`src/rtl/uart_rx_pkg.sv`:
```
// Shared UART receive constants: frame shape, default oversampling ratio, FSM encodings.
package uart_rx_pkg;

   localparam int unsigned CLKS_PER_BIT_DEF = 16;
   localparam int unsigned DATA_BITS        = 8;
   localparam int unsigned STOP_BITS        = 1;

   typedef enum logic [2:0] {
      ST_IDLE    = 3'd0,
      ST_START   = 3'd1,
      ST_DATA    = 3'd2,
      ST_STOP    = 3'd3,
      ST_RECOVER = 3'd4
   } rx_state_e;

endpackage

```
`src/rtl/uart_rx_sipo.sv`:
```
// Serial-in parallel-out shifter: each shift pushes the new bit in at the MSB,
// so the first bit received ends up in bit 0 after WIDTH shifts (LSB-first line).
module uart_rx_sipo
   import uart_rx_pkg::*;
#(
   parameter int unsigned WIDTH = DATA_BITS
) (
   input  logic             clk,
   input  logic             reset,
   input  logic             shift_en_i,
   input  logic             sdata_i,
   output logic [WIDTH-1:0] pdata_o
);

   logic [WIDTH-1:0] sr_q;

   // Right-shifting register, new bit enters at the top.
   always_ff @(posedge clk or negedge reset) begin
      if (!reset) begin
         sr_q <= '0;
      end else if (shift_en_i) begin
         sr_q <= {sdata_i, sr_q[WIDTH-1:1]};
      end
   end

   assign pdata_o = sr_q;

endmodule

```
`src/rtl/uart_rx.sv`:
```
// UART 8N1 receiver: synchronizes the line, finds the start bit, samples each
// bit at its centre and reports a good byte or a framing error with a 1-cycle pulse.
module uart_rx
   import uart_rx_pkg::*;
#(
   parameter int unsigned CLKS_PER_BIT = CLKS_PER_BIT_DEF
) (
   input  logic                 clk,
   input  logic                 reset,
   input  logic                 RX_DATA_IN,
   output logic [DATA_BITS-1:0] RX_BYTE,
   output logic                 RX_DONE,
   output logic                 FRAME_ERR,
   output logic                 BUSY
);

   localparam int unsigned HALF_BIT = CLKS_PER_BIT / 2;
   localparam int unsigned CNT_W    = $clog2(CLKS_PER_BIT);
   localparam int unsigned IDX_W    = $clog2(DATA_BITS);

   logic                 sync1_q;
   logic                 sync2_q;
   logic                 rx_s;
   rx_state_e            state_q;
   logic [CNT_W-1:0]     cnt_q;
   logic [IDX_W-1:0]     bit_idx_q;
   logic [DATA_BITS-1:0] byte_q;
   logic                 done_q;
   logic                 ferr_q;
   logic                 busy_q;
   logic                 full_bit_c;
   logic                 half_bit_c;
   logic                 shift_c;
   logic [DATA_BITS-1:0] shreg;

   // Two-flop synchronizer; idles high like the line.
   always_ff @(posedge clk or negedge reset) begin
      if (!reset) begin
         sync1_q <= 1'b1;
         sync2_q <= 1'b1;
      end else begin
         sync1_q <= RX_DATA_IN;
         sync2_q <= sync1_q;
      end
   end

   assign rx_s       = sync2_q;
   assign full_bit_c = (cnt_q == CNT_W'(CLKS_PER_BIT - 1));
   assign half_bit_c = (cnt_q == CNT_W'(HALF_BIT - 1));
   assign shift_c    = (state_q == ST_DATA) && full_bit_c;

   uart_rx_sipo #(
      .WIDTH (DATA_BITS)
   ) u_sipo (
      .clk        (clk),
      .reset      (reset),
      .shift_en_i (shift_c),
      .sdata_i    (rx_s),
      .pdata_o    (shreg)
   );

   // Receive FSM with bit-timing counters and registered status outputs.
   always_ff @(posedge clk or negedge reset) begin
      if (!reset) begin
         state_q   <= ST_IDLE;
         cnt_q     <= '0;
         bit_idx_q <= '0;
         byte_q    <= '0;
         done_q    <= 1'b0;
         ferr_q    <= 1'b0;
         busy_q    <= 1'b0;
      end else begin
         done_q <= 1'b0;
         ferr_q <= 1'b0;
         case (state_q)
            ST_IDLE: begin
               cnt_q <= '0;
               if (!rx_s) begin
                  state_q <= ST_START;
                  busy_q  <= 1'b1;
               end
            end
            ST_START: begin
               if (half_bit_c) begin
                  cnt_q <= '0;
                  if (!rx_s) begin
                     state_q   <= ST_DATA;
                     bit_idx_q <= '0;
                  end else begin
                     // Too short to be a start bit: treat as line noise.
                     state_q <= ST_IDLE;
                     busy_q  <= 1'b0;
                  end
               end else begin
                  cnt_q <= cnt_q + CNT_W'(1);
               end
            end
            ST_DATA: begin
               if (full_bit_c) begin
                  cnt_q     <= '0;
                  bit_idx_q <= bit_idx_q + IDX_W'(1);
                  if (bit_idx_q == IDX_W'(DATA_BITS - 1)) begin
                     state_q <= ST_STOP;
                  end
               end else begin
                  cnt_q <= cnt_q + CNT_W'(1);
               end
            end
            ST_STOP: begin
               if (full_bit_c) begin
                  cnt_q <= '0;
                  if (rx_s) begin
                     // Leave at mid-stop so a following start edge is not missed.
                     byte_q  <= shreg;
                     done_q  <= 1'b1;
                     busy_q  <= 1'b0;
                     state_q <= ST_IDLE;
                  end else begin
                     ferr_q  <= 1'b1;
                     state_q <= ST_RECOVER;
                  end
               end else begin
                  cnt_q <= cnt_q + CNT_W'(1);
               end
            end
            ST_RECOVER: begin
               // Hold off until the line is idle so a break reports only once.
               if (rx_s) begin
                  state_q <= ST_IDLE;
                  busy_q  <= 1'b0;
               end
            end
            default: begin
               state_q <= ST_IDLE;
               cnt_q   <= '0;
               busy_q  <= 1'b0;
            end
         endcase
      end
   end

   assign RX_BYTE   = byte_q;
   assign RX_DONE   = done_q;
   assign FRAME_ERR = ferr_q;
   assign BUSY      = busy_q;

endmodule

```
`config.mk`:
```
export PLATFORM = sky130hd
export DESIGN_NAME = uart_rx
export DESIGN_NICKNAME = d
export VERILOG_FILES = /design/src/rtl/uart_rx_pkg.sv /design/src/rtl/uart_rx_sipo.sv /design/src/rtl/uart_rx.sv
export SDC_FILE = /design/constraint.sdc
export NUM_CORES = 1
export LEC_CHECK = 0
export BUFFER_PORTS_ARGS = -buffer_cell sky130_fd_sc_hd__buf_4
export CAP_MARGIN = 20
export CORE_UTILIZATION = 31
export CTS_BUF_LIST = sky130_fd_sc_hd__clkbuf_8
export CTS_CLUSTER_DIAMETER = 40
export DETAILED_ROUTE_END_ITERATION = 16
export PLACE_DENSITY_LB_ADDON = 0.12
export SYNTH_ARGS = -nofsm -noshare
export SYNTH_HDL_FRONTEND = slang
export SYNTH_SLANG_ARGS = --single-unit
```
`constraint.sdc`:
```
create_clock -name clk -period 1.7 [get_ports clk]
set_input_delay 0.255 -clock clk [delete_from_list [all_inputs] [get_ports clk]]
set_output_delay 0.255 -clock clk [all_outputs]
set_load 0.005 [all_outputs]
```
==> impl_metrics.env <==
export IMPL_ys_types=36
export IMPL_worst_pin_slew_ns=0.445
export IMPL_hold_viol_final=0
export IMPL_synth_flop_cell="dfrtp_1"
export IMPL_cts_buffers=5
export IMPL_drv_slew=0
export IMPL_setup_viol=0
export IMPL_drtIter0Drc=31
export IMPL_antenna_left=0
export IMPL_ios=14
export IMPL_place_area_um2=1620
export IMPL_worst_ir_drop_vdd_mv=0.658
export IMPL_rsz0062_at_grt="no"
export IMPL_arrival_ns=1.74
export IMPL_grt_ovfl_total=0
export IMPL_relSlewSlack_pct=70.2
export IMPL_hp_class="in -> reg"
export IMPL_synth_edf_count=0
export IMPL_postSynth_asyncResetShare_pct=100
export IMPL_cts_tree="built"
export IMPL_seq_area_frac_synth_pct=53.7
export IMPL_grt_pass1_wl_um=4620
export IMPL_coreArea_um2=4410
export IMPL_synth_top_area_share_pct=50.1
export IMPL_place_congestion=0.780
export IMPL_synth_seq_cells=31
export IMPL_outcome="complete, no violations"
export IMPL_cpMaxStageDelayCell="dfrtp_1"
export IMPL_r2r_slack_ns=0.13
export IMPL_nFillCells=441
export IMPL_numPortBuffers=13
export IMPL_wire_per_inst_um=13.3
export IMPL_viasPerCell=4.94
export IMPL_drc_errors=0
export IMPL_postSynthAreaPerCell_um2=11.8
export IMPL_end_kind="register"
export IMPL_fin_total_pwr_mw=2.25
export IMPL_p_leak_nw=0.857
export IMPL_first_global_vias=987
export IMPL_design_area_um2=1730
export IMPL_max_clock_path_buffers=2
export IMPL_yosys_top_cells_area="dfrtp_1 (50%), mux2_2 (12%), dfstp_2 (3.6%)"
export IMPL_max_freq_mhz=637
export IMPL_hpwl_um=1840
export IMPL_worst_path_largest_cell_delay_ns=0.41
export IMPL_drive_above_1_share_pct=34.0
export IMPL_grt_max_degree=32
export IMPL_die_x_um=70.4
export IMPL_finalCritPeriodShare_pct=92.4
export IMPL_vias=968
export IMPL_pre_cts_slack_ns=0.0858
export IMPL_syn_inst=123
export IMPL_clkSlewWorstSetupHoldPaths_ns=0.06
export IMPL_required_ns=1.87
export IMPL_worstPathMaxFanout=9
export IMPL_synth_largest_area_cell="dfrtp_1"
export IMPL_cts_sinks=31
export IMPL_yosysWarnings=0
export IMPL_maxCapViolations=0
export IMPL_antenna_found_initial=0
export IMPL_cts_root_buf="clkbuf_8"
export IMPL_fin_hold_ws_ns=0.0764
export IMPL_first_pass_iters=4
export IMPL_cts_setup_buffers=0
export IMPL_final_min_clock_period_ns=1.57
export IMPL_final_setup_worst_slack_ns=0.130
export IMPL_rows=24
export IMPL_cp_cell_sequence="ha_1 > and3_2 > nand4_4 > mux2_2"
export IMPL_finClkSkew_ns=0.00241
export IMPL_routed_wl_um=2600
export IMPL_crit_type="reg -> reg"
export IMPL_nets=150
export IMPL_syn_cell_area_um2=1450
export IMPL_area_delta_synth_final_pct=19.7
export IMPL_htreeDepth=2
export IMPL_startpoint_type="register"
export IMPL_power_density_nw_per_um2=1290
export IMPL_start_util_pct=32.8
export IMPL_dieArea_um2=4950
export IMPL_clk_latency_ns=0.28
export IMPL_grt_use_total_pct=12.2
export IMPL_antenna_cells=0
export IMPL_finalSetupTns_ns=0
export IMPL_syn_nets=129
export IMPL_die_y_um=70.4
## cell usage in the layout (no fill, tap or decap), types with 2 or more instances in the layout
cell type	instances
dfrtp_1	29
buf_4	20
mux2_2	16
nand2_1	10
a21oi_1	9
inv_1	6
o21ai_0	6
nor2_1	5
clkbuf_8	5
nand3_1	4
mux2i_1	4
ha_1	3
nor3_1	2
nand3b_1	2
dfstp_2	2
## metal layers
layer	GRT usage, %	up-vias	part of all wire, %
met3	4.91	7	3.6
met2	17.6	17	44
met5	0	-	0
met4	5.78	0	2.0
met1	15.9	467	50
li1	-	477	-
## per-stage QoR
step,instances,utilization (%)
floorplan,123,-
global placement,188,36.6
detailed placement,188,36.6
CTS,196,39.1
global route,196,39.3
finish,196,39.3
## state kept, by name (all words and copies together), names as in the netlist
register        flops
RX_BYTE             8
FRAME_ERR           1
bit_idx_q           3
cnt_q               4
u_sipo.pdata_o      8
RX_DONE             1
BUSY                1
rx_s                1
sync1_q             1
state_q             3
## cell usage after synthesis (2+ instances only)
library cell  count
nor3_1            2
nand3_1           4
dfstp_2           2
buf_6             2
ha_1              3
a21oi_1           9
dfrtp_1          29
inv_1             5
buf_2             3
mux2i_1           4
nor2_1            5
nand3b_1          2
o21ai_0           6
mux2_2           16
nand2_1          10
## repair_timing
action	4_1_cts	5_1_grt
setup endpoints to repair	0	2
hold endpoints to repair	29	0
gates resized for setup	0	2
hold buffers	1	0
## final timing paths
path / start / end / cells past startpoint
worst min-delay path: RX_DATA_IN / sync1_q / 1
worst max register to register: cnt_q[0] / RX_BYTE[3] / 4
worst max-delay path: cnt_q[0] / RX_BYTE[3] / 4
max in group asynchronous: reset / sync1_q / 2
min in group asynchronous: reset / BUSY / 2
worst min register to register: sync1_q / rx_s / 0
## report_power, final
group          switching, mW  leakage [nW]  internal (mW)  total, mW
Sequential             0.129         0.408          0.835      0.964
Clock                  0.265        0.0554          0.423      0.688
Combinational          0.309         0.393          0.284      0.593
Total                  0.703         0.857           1.54       2.25
## layout make-up
type                            count  area (µm²)  share of cell area, %
Clock buffer                        5        68.8                   3.97
Clock inverter                      2        33.8                   1.95
Sequential cell                    31         778                   44.9
Tap cell                           52        65.1                   3.75
Multi-Input combinational cell     80         609                   35.1
Inverter                            5        18.8                   1.08
Timing Repair Buffer               21         160                   9.24
## cell families after synthesis
family          count (synthesis)  synth area share [%]
simple gates                   34                  13.8
flops                          31                  53.7
compound gates                 22                  9.41
mux                            20                  15.2
buf+inv                        12                  4.66
fa+ha+maj                       3                  2.59
xor+xnor                        1                 0.605
## critical path: cells and delay by family, from the launching register on
kind	cells	cell delay (ns)
multiplexers	1	0.35
flip-flops	1	0.41
adder cells (fa/ha/maj)	1	0.22
AND/OR/NAND/NOR	2	0.47
No activity file was read; power rests on OpenSTA's default activity.
